$ cat src/rtl/astropix_asic_model_frame_engine_if.sv
// -----------------------------------------------------------------------------
// astropix_asic_model_frame_engine_if
// Egress bundle between the frame engine and the per-lane SPI egress shifters.
//   egress_rd    : per-lane pop strobe (consumer -> engine)
//   egress_data  : per-lane FIFO head byte, lane n at [8n+7:8n] (engine -> consumer)
//   egress_empty : per-lane empty flag (engine -> consumer)
// Modports: master = frame engine side, slave = egress consumer side.
// -----------------------------------------------------------------------------
interface astropix_asic_model_frame_engine_if #(
    parameter int LANES = 2
);
    logic [LANES-1:0]   egress_rd;
    logic [8*LANES-1:0] egress_data;
    logic [LANES-1:0]   egress_empty;

    modport master (
        input  egress_rd,
        output egress_data,
        output egress_empty
    );

    modport slave (
        output egress_rd,
        input  egress_data,
        input  egress_empty
    );
endinterface

$ cat src/rtl/astropix_asic_model_frame_engine.sv
// -----------------------------------------------------------------------------
// astropix_asic_model_frame_engine
// Generates synthetic hit frames and spreads them round-robin over LANES
// per-lane byte FIFOs. Frames are written atomically or dropped whole when the
// target lane lacks room. Programmable inter-frame gap and level/pulse IRQ.
//
// Ports:
//   clk, rst                : clock, synchronous active-high reset
//   gen_ctrl_frame_count    : frames per run (0 = unlimited)
//   gen_ctrl_frame_enable   : run enable, rising edge starts a run
//   gen_ctrl_interval       : idle cycles between frames
//   cfg_irq_pulse           : 0 = level interrupt, 1 = pulse interrupt
//   egress (master)         : per-lane pop / FWFT head byte / empty flag
//   interruptn              : active-low interrupt
//   busy                    : run in progress
//   frames_sent/dropped     : per-run saturating frame counters
// -----------------------------------------------------------------------------
module astropix_asic_model_frame_engine #(
    parameter int LANES        = 2,
    parameter int FIFO_DEPTH   = 64,
    parameter int FRAME_BYTES  = 5,
    parameter int IDLE_GAP_MIN = 1
) (
    input  logic                                       clk,
    input  logic                                       rst,
    input  logic [15:0]                                gen_ctrl_frame_count,
    input  logic                                       gen_ctrl_frame_enable,
    input  logic [15:0]                                gen_ctrl_interval,
    input  logic                                       cfg_irq_pulse,
    astropix_asic_model_frame_engine_if.master         egress,
    output logic                                       interruptn,
    output logic                                       busy,
    output logic [15:0]                                frames_sent,
    output logic [15:0]                                frames_dropped
);
    localparam int LW = (LANES > 1) ? $clog2(LANES) : 1;
    localparam int AW = $clog2(FIFO_DEPTH);
    localparam int OW = AW + 1;
    localparam int FW = OW + 1;
    localparam logic [15:0] GAP_MIN = 16'(IDLE_GAP_MIN);

    typedef enum logic [2:0] {S_IDLE, S_GAP, S_CHECK, S_WRITE, S_NEXT} state_t;

    state_t          state_q, state_d;
    logic            en_prev_q;
    logic [15:0]     gap_cnt_q, gap_cnt_d;
    logic [3:0]      byte_idx_q, byte_idx_d;
    logic [LW-1:0]   lane_q, lane_d;
    logic [7:0]      seq_q, seq_d;
    logic [15:0]     sent_q, sent_d;
    logic [15:0]     dropped_q, dropped_d;
    logic            irqn_level_q, irqn_level_d;
    logic            irqn_pulse_q, irqn_pulse_d;

    // Per-lane FIFO state
    logic [LANES-1:0][OW-1:0] occ_q, occ_d;
    logic [LANES-1:0][AW-1:0] wr_ptr_q, wr_ptr_d;
    logic [LANES-1:0][AW-1:0] rd_ptr_q, rd_ptr_d;
    logic [LANES-1:0]         lane_push, lane_pop;
    logic [7:0]               fifo_mem [LANES][FIFO_DEPTH];

    logic            push;
    logic [7:0]      push_byte;
    logic [1:0]      lane2;
    logic [15:0]     gap_len;
    logic [FW-1:0]   free_space;
    logic            run_done;
    logic            all_empty_next;

    assign lane2      = 2'(lane_q);
    assign gap_len    = (gen_ctrl_interval < GAP_MIN) ? GAP_MIN : gen_ctrl_interval;
    assign free_space = FW'(FIFO_DEPTH) - FW'(occ_q[lane_q]);
    assign run_done   = (gen_ctrl_frame_count != 16'd0) &&
                        ((17'(sent_q) + 17'(dropped_q)) == 17'(gen_ctrl_frame_count));
    assign push_byte  = (byte_idx_q == 4'd0) ? {2'b10, lane2, seq_q[3:0]}
                                             : seq_q + 8'(byte_idx_q);

    // Frame sequencer
    always_comb begin
        state_d    = state_q;
        gap_cnt_d  = '0;
        byte_idx_d = '0;
        lane_d     = lane_q;
        seq_d      = seq_q;
        sent_d     = sent_q;
        dropped_d  = dropped_q;
        push       = 1'b0;
        case (state_q)
            S_IDLE: begin
                if (gen_ctrl_frame_enable && !en_prev_q) begin
                    sent_d    = '0;
                    dropped_d = '0;
                    seq_d     = '0;
                    lane_d    = '0;
                    state_d   = S_GAP;
                end
            end
            S_GAP: begin
                if (!gen_ctrl_frame_enable) begin
                    state_d = S_IDLE;
                end else if ((17'(gap_cnt_q) + 17'd1) >= 17'(gap_len)) begin
                    state_d = S_CHECK;
                end else begin
                    gap_cnt_d = gap_cnt_q + 16'd1;
                end
            end
            S_CHECK: begin
                if (!gen_ctrl_frame_enable) begin
                    state_d = S_IDLE;
                end else if (free_space >= FW'(FRAME_BYTES)) begin
                    state_d = S_WRITE;
                end else begin
                    // Whole frame is dropped; nothing is written to the lane.
                    if (dropped_q != 16'hFFFF) dropped_d = dropped_q + 16'd1;
                    state_d = S_NEXT;
                end
            end
            S_WRITE: begin
                // Enable is ignored here so a started frame always completes.
                push = 1'b1;
                if (byte_idx_q == 4'(FRAME_BYTES - 1)) begin
                    if (sent_q != 16'hFFFF) sent_d = sent_q + 16'd1;
                    state_d = S_NEXT;
                end else begin
                    byte_idx_d = byte_idx_q + 4'd1;
                end
            end
            S_NEXT: begin
                lane_d = (lane_q == LW'(LANES - 1)) ? '0 : lane_q + LW'(1);
                seq_d  = seq_q + 8'd1;
                if (!gen_ctrl_frame_enable || run_done) state_d = S_IDLE;
                else                                    state_d = S_GAP;
            end
            default: state_d = S_IDLE;
        endcase
    end

    // FIFO pointer / occupancy update; simultaneous push+pop cancels out.
    always_comb begin
        for (int l = 0; l < LANES; l++) begin
            lane_push[l] = push && (lane_q == LW'(l));
            lane_pop[l]  = egress.egress_rd[l] && (occ_q[l] != '0);
            wr_ptr_d[l]  = wr_ptr_q[l] + AW'(lane_push[l]);
            rd_ptr_d[l]  = rd_ptr_q[l] + AW'(lane_pop[l]);
            occ_d[l]     = occ_q[l] + OW'(lane_push[l]) - OW'(lane_pop[l]);
        end
    end

    // Interrupt generation. Level: asserted by the first byte of a frame,
    // released once every lane will be empty; a push always wins.
    // Pulse: one low cycle following the last byte of each frame.
    always_comb begin
        all_empty_next = 1'b1;
        for (int l = 0; l < LANES; l++) begin
            if (occ_d[l] != '0) all_empty_next = 1'b0;
        end
        irqn_level_d = irqn_level_q;
        if (push && (byte_idx_q == 4'd0))   irqn_level_d = 1'b0;
        else if (!push && all_empty_next)   irqn_level_d = 1'b1;
        irqn_pulse_d = !(push && (byte_idx_q == 4'(FRAME_BYTES - 1)));
    end

    always_ff @(posedge clk) begin
        if (rst) begin
            state_q      <= S_IDLE;
            en_prev_q    <= 1'b0;
            gap_cnt_q    <= '0;
            byte_idx_q   <= '0;
            lane_q       <= '0;
            seq_q        <= '0;
            sent_q       <= '0;
            dropped_q    <= '0;
            irqn_level_q <= 1'b1;
            irqn_pulse_q <= 1'b1;
            occ_q        <= '0;
            wr_ptr_q     <= '0;
            rd_ptr_q     <= '0;
        end else begin
            state_q      <= state_d;
            en_prev_q    <= gen_ctrl_frame_enable;
            gap_cnt_q    <= gap_cnt_d;
            byte_idx_q   <= byte_idx_d;
            lane_q       <= lane_d;
            seq_q        <= seq_d;
            sent_q       <= sent_d;
            dropped_q    <= dropped_d;
            irqn_level_q <= irqn_level_d;
            irqn_pulse_q <= irqn_pulse_d;
            occ_q        <= occ_d;
            wr_ptr_q     <= wr_ptr_d;
            rd_ptr_q     <= rd_ptr_d;
        end
    end

    // Storage is not reset; reset empties the FIFOs through the pointers.
    always_ff @(posedge clk) begin
        for (int l = 0; l < LANES; l++) begin
            if (lane_push[l]) fifo_mem[l][wr_ptr_q[l]] <= push_byte;
        end
    end

    // First-word-fall-through head: the head byte must be visible in the same
    // cycle it becomes valid, so the read side is combinational. An empty lane
    // presents 0 so stale storage never leaks out.
    genvar gi;
    generate
        for (gi = 0; gi < LANES; gi++) begin : g_lane
            assign egress.egress_empty[gi]        = (occ_q[gi] == '0);
            assign egress.egress_data[8*gi +: 8]  = (occ_q[gi] == '0) ? 8'h00
                                                   : fifo_mem[gi][rd_ptr_q[gi]];
        end
    endgenerate

    assign busy           = (state_q != S_IDLE);
    assign frames_sent    = sent_q;
    assign frames_dropped = dropped_q;
    assign interruptn     = cfg_irq_pulse ? irqn_pulse_q : irqn_level_q;

endmodule

$ cat src/flat_wrapper.sv
// flat-port wrapper written by rule: the top's interface ports become plain ports
module astropix_asic_model_frame_engine_flat 
#(
    parameter int LANES        = 2,
    parameter int FIFO_DEPTH   = 64,
    parameter int FRAME_BYTES  = 5,
    parameter int IDLE_GAP_MIN = 1
)
  (clk, rst, gen_ctrl_frame_count, gen_ctrl_frame_enable, gen_ctrl_interval, cfg_irq_pulse, interruptn, busy, frames_sent, frames_dropped, egress_egress_rd, egress_egress_data, egress_egress_empty);
  astropix_asic_model_frame_engine_if #(.LANES(LANES)) egress_i ();
  input  logic clk;
  input  logic rst;
  input  logic [15:0] gen_ctrl_frame_count;
  input  logic gen_ctrl_frame_enable;
  input  logic [15:0] gen_ctrl_interval;
  input  logic cfg_irq_pulse;
  output logic interruptn;
  output logic busy;
  output logic [15:0] frames_sent;
  output logic [15:0] frames_dropped;
  input wire logic [$bits(egress_i.egress_rd)-1:0] egress_egress_rd;
  output wire logic [$bits(egress_i.egress_data)-1:0] egress_egress_data;
  output wire logic [$bits(egress_i.egress_empty)-1:0] egress_egress_empty;
  assign egress_i.egress_rd = egress_egress_rd;
  assign egress_egress_data = egress_i.egress_data;
  assign egress_egress_empty = egress_i.egress_empty;
  astropix_asic_model_frame_engine #(.LANES(LANES), .FIFO_DEPTH(FIFO_DEPTH), .FRAME_BYTES(FRAME_BYTES), .IDLE_GAP_MIN(IDLE_GAP_MIN)) u_core (.clk(clk), .rst(rst), .gen_ctrl_frame_count(gen_ctrl_frame_count), .gen_ctrl_frame_enable(gen_ctrl_frame_enable), .gen_ctrl_interval(gen_ctrl_interval), .cfg_irq_pulse(cfg_irq_pulse), .egress(egress_i), .interruptn(interruptn), .busy(busy), .frames_sent(frames_sent), .frames_dropped(frames_dropped));
endmodule
$ cat config.mk
export PLATFORM = sky130hd
export DESIGN_NAME = astropix_asic_model_frame_engine_flat
export DESIGN_NICKNAME = d
export VERILOG_FILES = /design/src/rtl/astropix_asic_model_frame_engine_if.sv /design/src/rtl/astropix_asic_model_frame_engine.sv /design/src/flat_wrapper.sv
export SDC_FILE = /design/constraint.sdc
export NUM_CORES = 1
export LEC_CHECK = 0
export ABC_AREA = 1
export BUFFER_PORTS_ARGS = -buffer_cell sky130_fd_sc_hd__buf_2
export CORE_UTILIZATION = 54
export DETAILED_ROUTE_END_ITERATION = 12
export HOLD_SLACK_MARGIN = 0.12
export PLACE_DENSITY = 0.68
export SLEW_MARGIN = 20
export SYNTH_ARGS = -nofsm -noshare
export SYNTH_HDL_FRONTEND = slang
export SYNTH_SLANG_ARGS = --single-unit
$ cat constraint.sdc
create_clock -name clk -period 23.2 [get_ports clk]
set_input_delay 2.32 -clock clk [delete_from_list [all_inputs] [get_ports clk]]
set_output_delay 2.32 -clock clk [all_outputs]
set_load 0.005 [all_outputs]
* Yosys cells after proc, flatten, opt, wreduce, memory -nomap -nowiden *
Memory sizes are Yosys's and may differ from the RTL's.
Index checks and enable logic that the tools add are counted.

word-level totals
  memory bits (read-only) = 0
  memory bits (writable) = 1024
  output and inout bits = 52
  memories kept = 1
  bits in latches = 0
  register bits = 105

operators by class
  bitwise logic cells = 8
  reduce and logical (&&, ||, !) cells = 37
  muxes and demuxes = 50
  multiply operators = 0
  div/mod/pow operators = 0
  equality and inequality tests = 15
  shifts and indexed selects = 0
  order comparisons = 10
  add/subtract/negate cells = 18

memory list
  memory           depth  bits a word  rd ports  clocked after Yosys merged registers in  write ports  RTL line                                text
  u_core.fifo_mem  2      512          2         0                                        1            astropix_asic_model_frame_engine.sv:60  logic [7:0] fifo_mem [LANES][FIFO_DEPTH];

operators by type and width
  cell                   count
  $mux 512               4
  $reduce_or 512->1      1
  $mux 16                7
  $bmux 8 s6             2
  $demux 8 s6            2
  $mux 8                 10
  $pmux 16 s2            2
  $add 16x1->16 const B  3
  $ne 16x16->1 const B   2
  $ge 7x7->1 const B     4
  $not 6->7              4
  $reduce_bool 7->1      4
  $add 6x1->6            4
  $mux 3                 6
  $add 16x1->17 const B  1
  $add 16x16->17         1
  $eq 17x16->1           1
  $ge 17x16->1           1
  $lt 16x1->1 const B    1
  $pmux 8 s2             1
  $reduce_bool 16->1     1
  $pmux 3 s5             1
  $add 7x1->7            2
  $logic_not 7->1        2
  other kinds (33)       71

* Longest topological paths before layout *
  word-level depth = 11
  depth in mapped cells = 22

* Worst setup path after synthesis *
OpenSTA, ideal clock, no wires.

  path type = reg2reg
  from = reg u_core.byte_idx_q[0]
  to = mem u_core.fifo_mem[0][1004] (netlist name) (data pin)
  setup slack = 15.667 ns
  cell stages (with the launch flop) = 7
  arrival time = 6.336 ns
  period minus slack after synthesis = 7.533 ns
  path buffers = 0
  path through = dfxtp_1 -> ha_1 -> inv_1 -> fa_1 -> o21ai_0 -> xor2_1 -> o21ai_0

between the ends
  cells in the longest elaborated chain, start to end = 3
  elaborated cells between the ends (all ways) = 4
  classes of those cells = add/sub (1); mux (2); reduce/logical (1)

RTL lines
  element                                         RTL line                                                                        text
  from (decl)                                     astropix_asic_model_frame_engine.sv:47                                          logic [3:0] byte_idx_q, byte_idx_d;
  from (signal assigned)                          astropix_asic_model_frame_engine.sv:182                                         byte_idx_q <= byte_idx_d;
  $add 8x4->8 or $logic_not 4->1 (tied branches)  astropix_asic_model_frame_engine.sv:76, astropix_asic_model_frame_engine.sv:75
  $mux 8 (*)                                      astropix_asic_model_frame_engine.sv:75                                          assign push_byte = (byte_idx_q == 4'd0) ? {2'b10, lane2, seq_q[3:0]}
  via u_core.push_byte[4]                         astropix_asic_model_frame_engine.sv:63                                          logic [7:0] push_byte;
  $mux 512 (no source line) (*)                   -
  to (decl)                                       astropix_asic_model_frame_engine.sv:60

Mark *: on every way through the listed nets, which the timed path passes. The rest lies on a longest branch.

* Final worst setup path *
  from = reg u_core.rd_ptr_q[6] (netlist name)
  to = out egress_egress_data[11]

between the ends
  cells in the longest elaborated chain, start to end = 5

RTL lines
  element                                    RTL line                                 text
  from (decl)                                astropix_asic_model_frame_engine.sv:58   logic [LANES-1:0][AW-1:0] rd_ptr_q, rd_ptr_d;
  from (signal assigned)                     astropix_asic_model_frame_engine.sv:191  rd_ptr_q <= rd_ptr_d;
  $not 6->7 (implied by the code)            astropix_asic_model_frame_engine.sv:210  : fifo_mem[gi][rd_ptr_q[gi]];
  $bmux 8 s6                                 astropix_asic_model_frame_engine.sv:210
  $mux 8 (implied by the code) (2 in a row)  astropix_asic_model_frame_engine.sv:210
  $mux 8                                     astropix_asic_model_frame_engine.sv:209  assign egress.egress_data[8*gi +: 8] = (occ_q[gi] == '0) ? 8'h00
  to (decl)                                  flat_wrapper.sv:22                       output wire logic [$bits(egress_i.egress_data)-1:0] egress_egress_data;

No other way between the ends. The select of a mux whose other input is x is not followed.

==> results by group <==
Status
  – Status: finished, final reports clean

Die
  – Die height: 298 µm
  – Die Span X: 298 µm
  – Starting density of the core: between 50% and 60%
  – Top-Level Pins: 90
  – # rows: 108
  – Die footprint: 0.0891 mm²
  – Core area: 0.0869 mm²

Layout
  – Final cell count without fillers: 5376
  – Commonest non-fill, non-tap cells in the layout: 1024 x edfxtp_1, 792 x nor2_1, 542 x o21ai_0, 329 x nand2_1, 192 x inv_1
  – Synth-to-Final Area Change: 10.6%
  – Layout cells sized above 1: approximately 7.7%
  – Most common cell after layout, fill and taps aside: edfxtp_1
  – Final core utilization: 60.4%
  – Design area: between 0.05 and 0.06 mm²
  – Fill count: 6860
  – Post-layout net count: around 4200
  – Antenna Cells: 0

Power
  – Combinational Power Share: 17.3%
  – Switch Pwr: 1.38 mW
  – Power Density: 92.0 mW/mm²
  – Clock power share: around 36%
  – Sw Ratio: 28.5%
  – Pint: 3.45 mW
  – Leak: 17.9 nW
  – Sequential power share: 46.4%
  – Peak supply drop: 0.0751 mV

STA
  – Worst-margin pin slew: 1.16 ns
  – Skew final: 0.0253 ns
  – RSZ-0062 raised after global routing: false
  – Fin Setup TNS: 0 ns
  – Fmax: between 100 and 150 MHz
  – Worst slew margin: 22.7%
  – Fin crit period: 7.07 ns
  – Fin crit share: 30.5%
  – Max-slew violations: 0
  – Setup violators final: 0
  – Final Hold Viols: 0

Worst setup path
  – CP Launch Point: u_core.rd_ptr_q[6]
  – WP data arrival: around 4.8 ns
  – Startpoint types: flip-flop
  – R2R Path End: u_core.fifo_mem[0][709]
  – Worst Path Max Fanout: 99
  – R2R Path Start: u_core.byte_idx_q[2]
  – Worst path max stage delay: 0.88 ns
  – CP Class: reg2out
  – Cell family with most CP delay: buffers and inverters
  – Slowest cell on crit path: buf_4
  – Flop-to-flop setup slack: 19.33 ns
  – Crit path capture type: output port
  – Ordered list of cells on the worst path: inv_6, buf_4, buf_4, o21ai_0, o22ai_1, a21oi_1, nand3_1, nand3_1, a21oi_1, buf_2
  – Critical Path RT: 20.88 ns
  – R2R cell count: 12
  – Buffers & Inverters on Critical Path: 4

Clock tree
  – Clk buf depth: 3
  – CTS Hold Bufs: 0
  – CTS sink count: 1129
  – # resized after CTS: 0
  – Worst skew pair latency: roughly 0.7 ns
  – CTS tree: yes
  – Setup bufs post-CTS: 0
  – Root Buffer: clkbuf_16
  – CTS HTree Levels: 3
  – Clock Pin Slew Worst Setup and Hold Paths: roughly 0.06 ns
  – Total CTS buffers: 113

Hold path
  – Min-Delay Path Depth: 1
  – Hold_sp: u_core.gap_cnt_q[0]
  – HP Class: reg2reg
  – Hold EP: u_core.gap_cnt_q[0]

Logic synthesis
  – Post-synth ARST share: 0%
  – Avg Synthesized Cell Area: 11.6 µm²
  – Number of synthesized register bits: between 1000 and 1500
  – Most common flop cell mapped by yosys: edfxtp_1
  – Post-Syn Nets: around 4200
  – Yosys cell types: 50
  – Number of synthesized flops with an enable pin: slightly above 1000
  – Mapped Cells: between 4000 and 5000
  – Synthesized area: 0.0475 mm²
  – Synth warn: 0
  – Sequential element share of the synthesized area: 69.2%

Route
  – Via/cell ratio: 5.96
  – Final wirelength: 119 mm
  – Drt drc: 0
  – Via count: 32100
  – Initial drt markers: 3281
  – First-pass DRT Iterations: 6
  – Post-DR wirelength/cell: 22.1 µm
  – DRT antenna net count: 0

Global route
  – Met3 Use GR: 3.93%
  – Met2 usage: between 40% and 50%
  – Layer with the highest usage: met2
  – Largest net degree at the start of global routing: approximately 110
  – Gr ovfl total: 0
  – Initial antenna violation count: 0
  – Gr usage total: a little over a quarter
  – Vias in the first global route: 30800
  – First-pass GRT wire length: around 180 mm
  – Routing usage on met1: 36.0%

Placed design
  – Routability cong.: 0.897
  – Post-place instance area: 0.0489 mm²
  – DP Cell Count: around 5200
  – DP HPWL: around 69 mm
  – IO buf count: 89

Job
  – Max-cap violations: 0
-- state kept, by name (all words and copies together) (netlist names) --
register and count:
u_core.fifo_mem 1024, u_core.rd_ptr_q 12, u_core.wr_ptr_q 12, u_core.gap_cnt_q 16
u_core.en_prev_q 1, u_core.frames_sent 16, u_core.seq_q 8, u_core.lane_q 1
u_core.byte_idx_q 4, u_core.state_q 3, u_core.frames_dropped 16, u_core.irqn_pulse_q 1
u_core.occ_q 14, u_core.irqn_level_q 1
-- stage by stage --
step | hold slack [ns] | setup WS (ns) | power (mW)
finish | 0.473 | 16.13 | 4.83
global route | 0.518 | 15.80 | 5.01
CTS | 0.476 | 16.18 | 4.84
detailed placement | 0.462 | 16.89 | 3.10
global placement | 0.452 | 16.91 | 3.09
floorplan | 0.429 | 15.67 | 2.85
-- cell type report --
class	count	area, µm²	share of cell area (%)
clock buffer	161	3160	6.01
inverter	210	800	1.52
multi-input combinational	2540	13100	24.9
timing repair buffer	127	747	1.42
clock inverter	54	410	0.782
sequential	1129	32900	62.6
tap	1155	1450	2.75
-- worst register-to-register path, stage by stage, from the launching register on --
cell      delay, ns
dfxtp_1        0.46
ha_1           0.33
nand2_1        0.08
nor2_1         0.04
a211oi_1       0.26
nor2_1         0.09
o21ai_0        0.38
nor2_1         0.11
inv_1          0.09
nand2_1        0.08
a21oi_4        0.75
buf_4          0.64
buf_12         0.33
-- logic make-up after synthesis --
| group | Yosys count | synth area share [%] |
|---|---|---|
| XOR/XNOR | 44 | 0.812 |
| adder cells (fa/ha/maj) | 72 | 1.96 |
| multiplexers | 1 | 0.0237 |
| AND/OR/NAND/NOR | 1439 | 12.6 |
| AO/OA/AOI/OAI | 984 | 11.9 |
| flip-flops | 1129 | 69.2 |
| buffers and inverters | 431 | 3.50 |
-- power groups by stage --
stage / Sequential [mW] / Clock (mW) / Combinational, mW
floorplan: 2.25 / 0 / 0.600
global placement: 2.28 / 0 / 0.807
detailed placement: 2.28 / 0 / 0.821
CTS: 2.24 / 1.77 / 0.826
global route: 2.24 / 1.85 / 0.923
finish: 2.24 / 1.76 / 0.834
-- cells in the mapped netlist, types with 4 or more instances --
| cell | instances | area share, % |
|---|---|---|
| edfxtp_1 | 1024 | 65 |
| nor2_1 | 795 | 6.3 |
| o21ai_0 | 546 | 5.8 |
| nand2_1 | 329 | 2.6 |
| inv_1 | 196 | 1.5 |
| clkbuf_1 | 187 | 1.5 |
| nand3_1 | 178 | 1.9 |
| o22ai_1 | 154 | 2.0 |
| a21oi_1 | 116 | 1.2 |
| dfxtp_1 | 105 | 4.4 |
| o221ai_1 | 102 | 1.9 |
| ha_1 | 68 | 1.8 |
| nand4_1 | 62 | 0.82 |
| nor3_1 | 31 | 0.33 |
| buf_2 | 28 | 0.30 |
| xor2_1 | 28 | 0.52 |
| o211ai_1 | 27 | 0.43 |
| xnor2_1 | 16 | 0.30 |
| a211oi_1 | 10 | 0.16 |
| o21ai_1 | 10 | 0.11 |
| clkinv_1 | 8 | 0.063 |
| nand3b_1 | 8 | 0.13 |
| nor4_1 | 8 | 0.11 |
| a31oi_1 | 6 | 0.079 |
| inv_2 | 6 | 0.047 |
| nor2_2 | 5 | 0.066 |
| buf_1 | 4 | 0.032 |
| fa_1 | 4 | 0.17 |
| nand2_2 | 4 | 0.053 |
-- worst max path at each step --
| stage | endpoint | cells past startpoint |
|---|---|---|
| after global routing | egress_egress_data[9] | 9 |
| after CTS | egress_egress_data[11] | 10 |
| after detailed placement | egress_egress_data[1] | 10 |
| after global placement | egress_egress_data[1] | 10 |
| final | egress_egress_data[11] | 10 |
| after floorplan | u_core.fifo_mem[0][1004] | 6 |
-- metal layers --
layer	routed length, µm	vias to the layer above	part of all wire, %
met5	0	-	0
met4	4390	0	3.7
met2	56600	1291	48
li1	-	15000	-
met3	8560	248	7.2
met1	49100	15600	41
(Power assumes the default switching activity.)
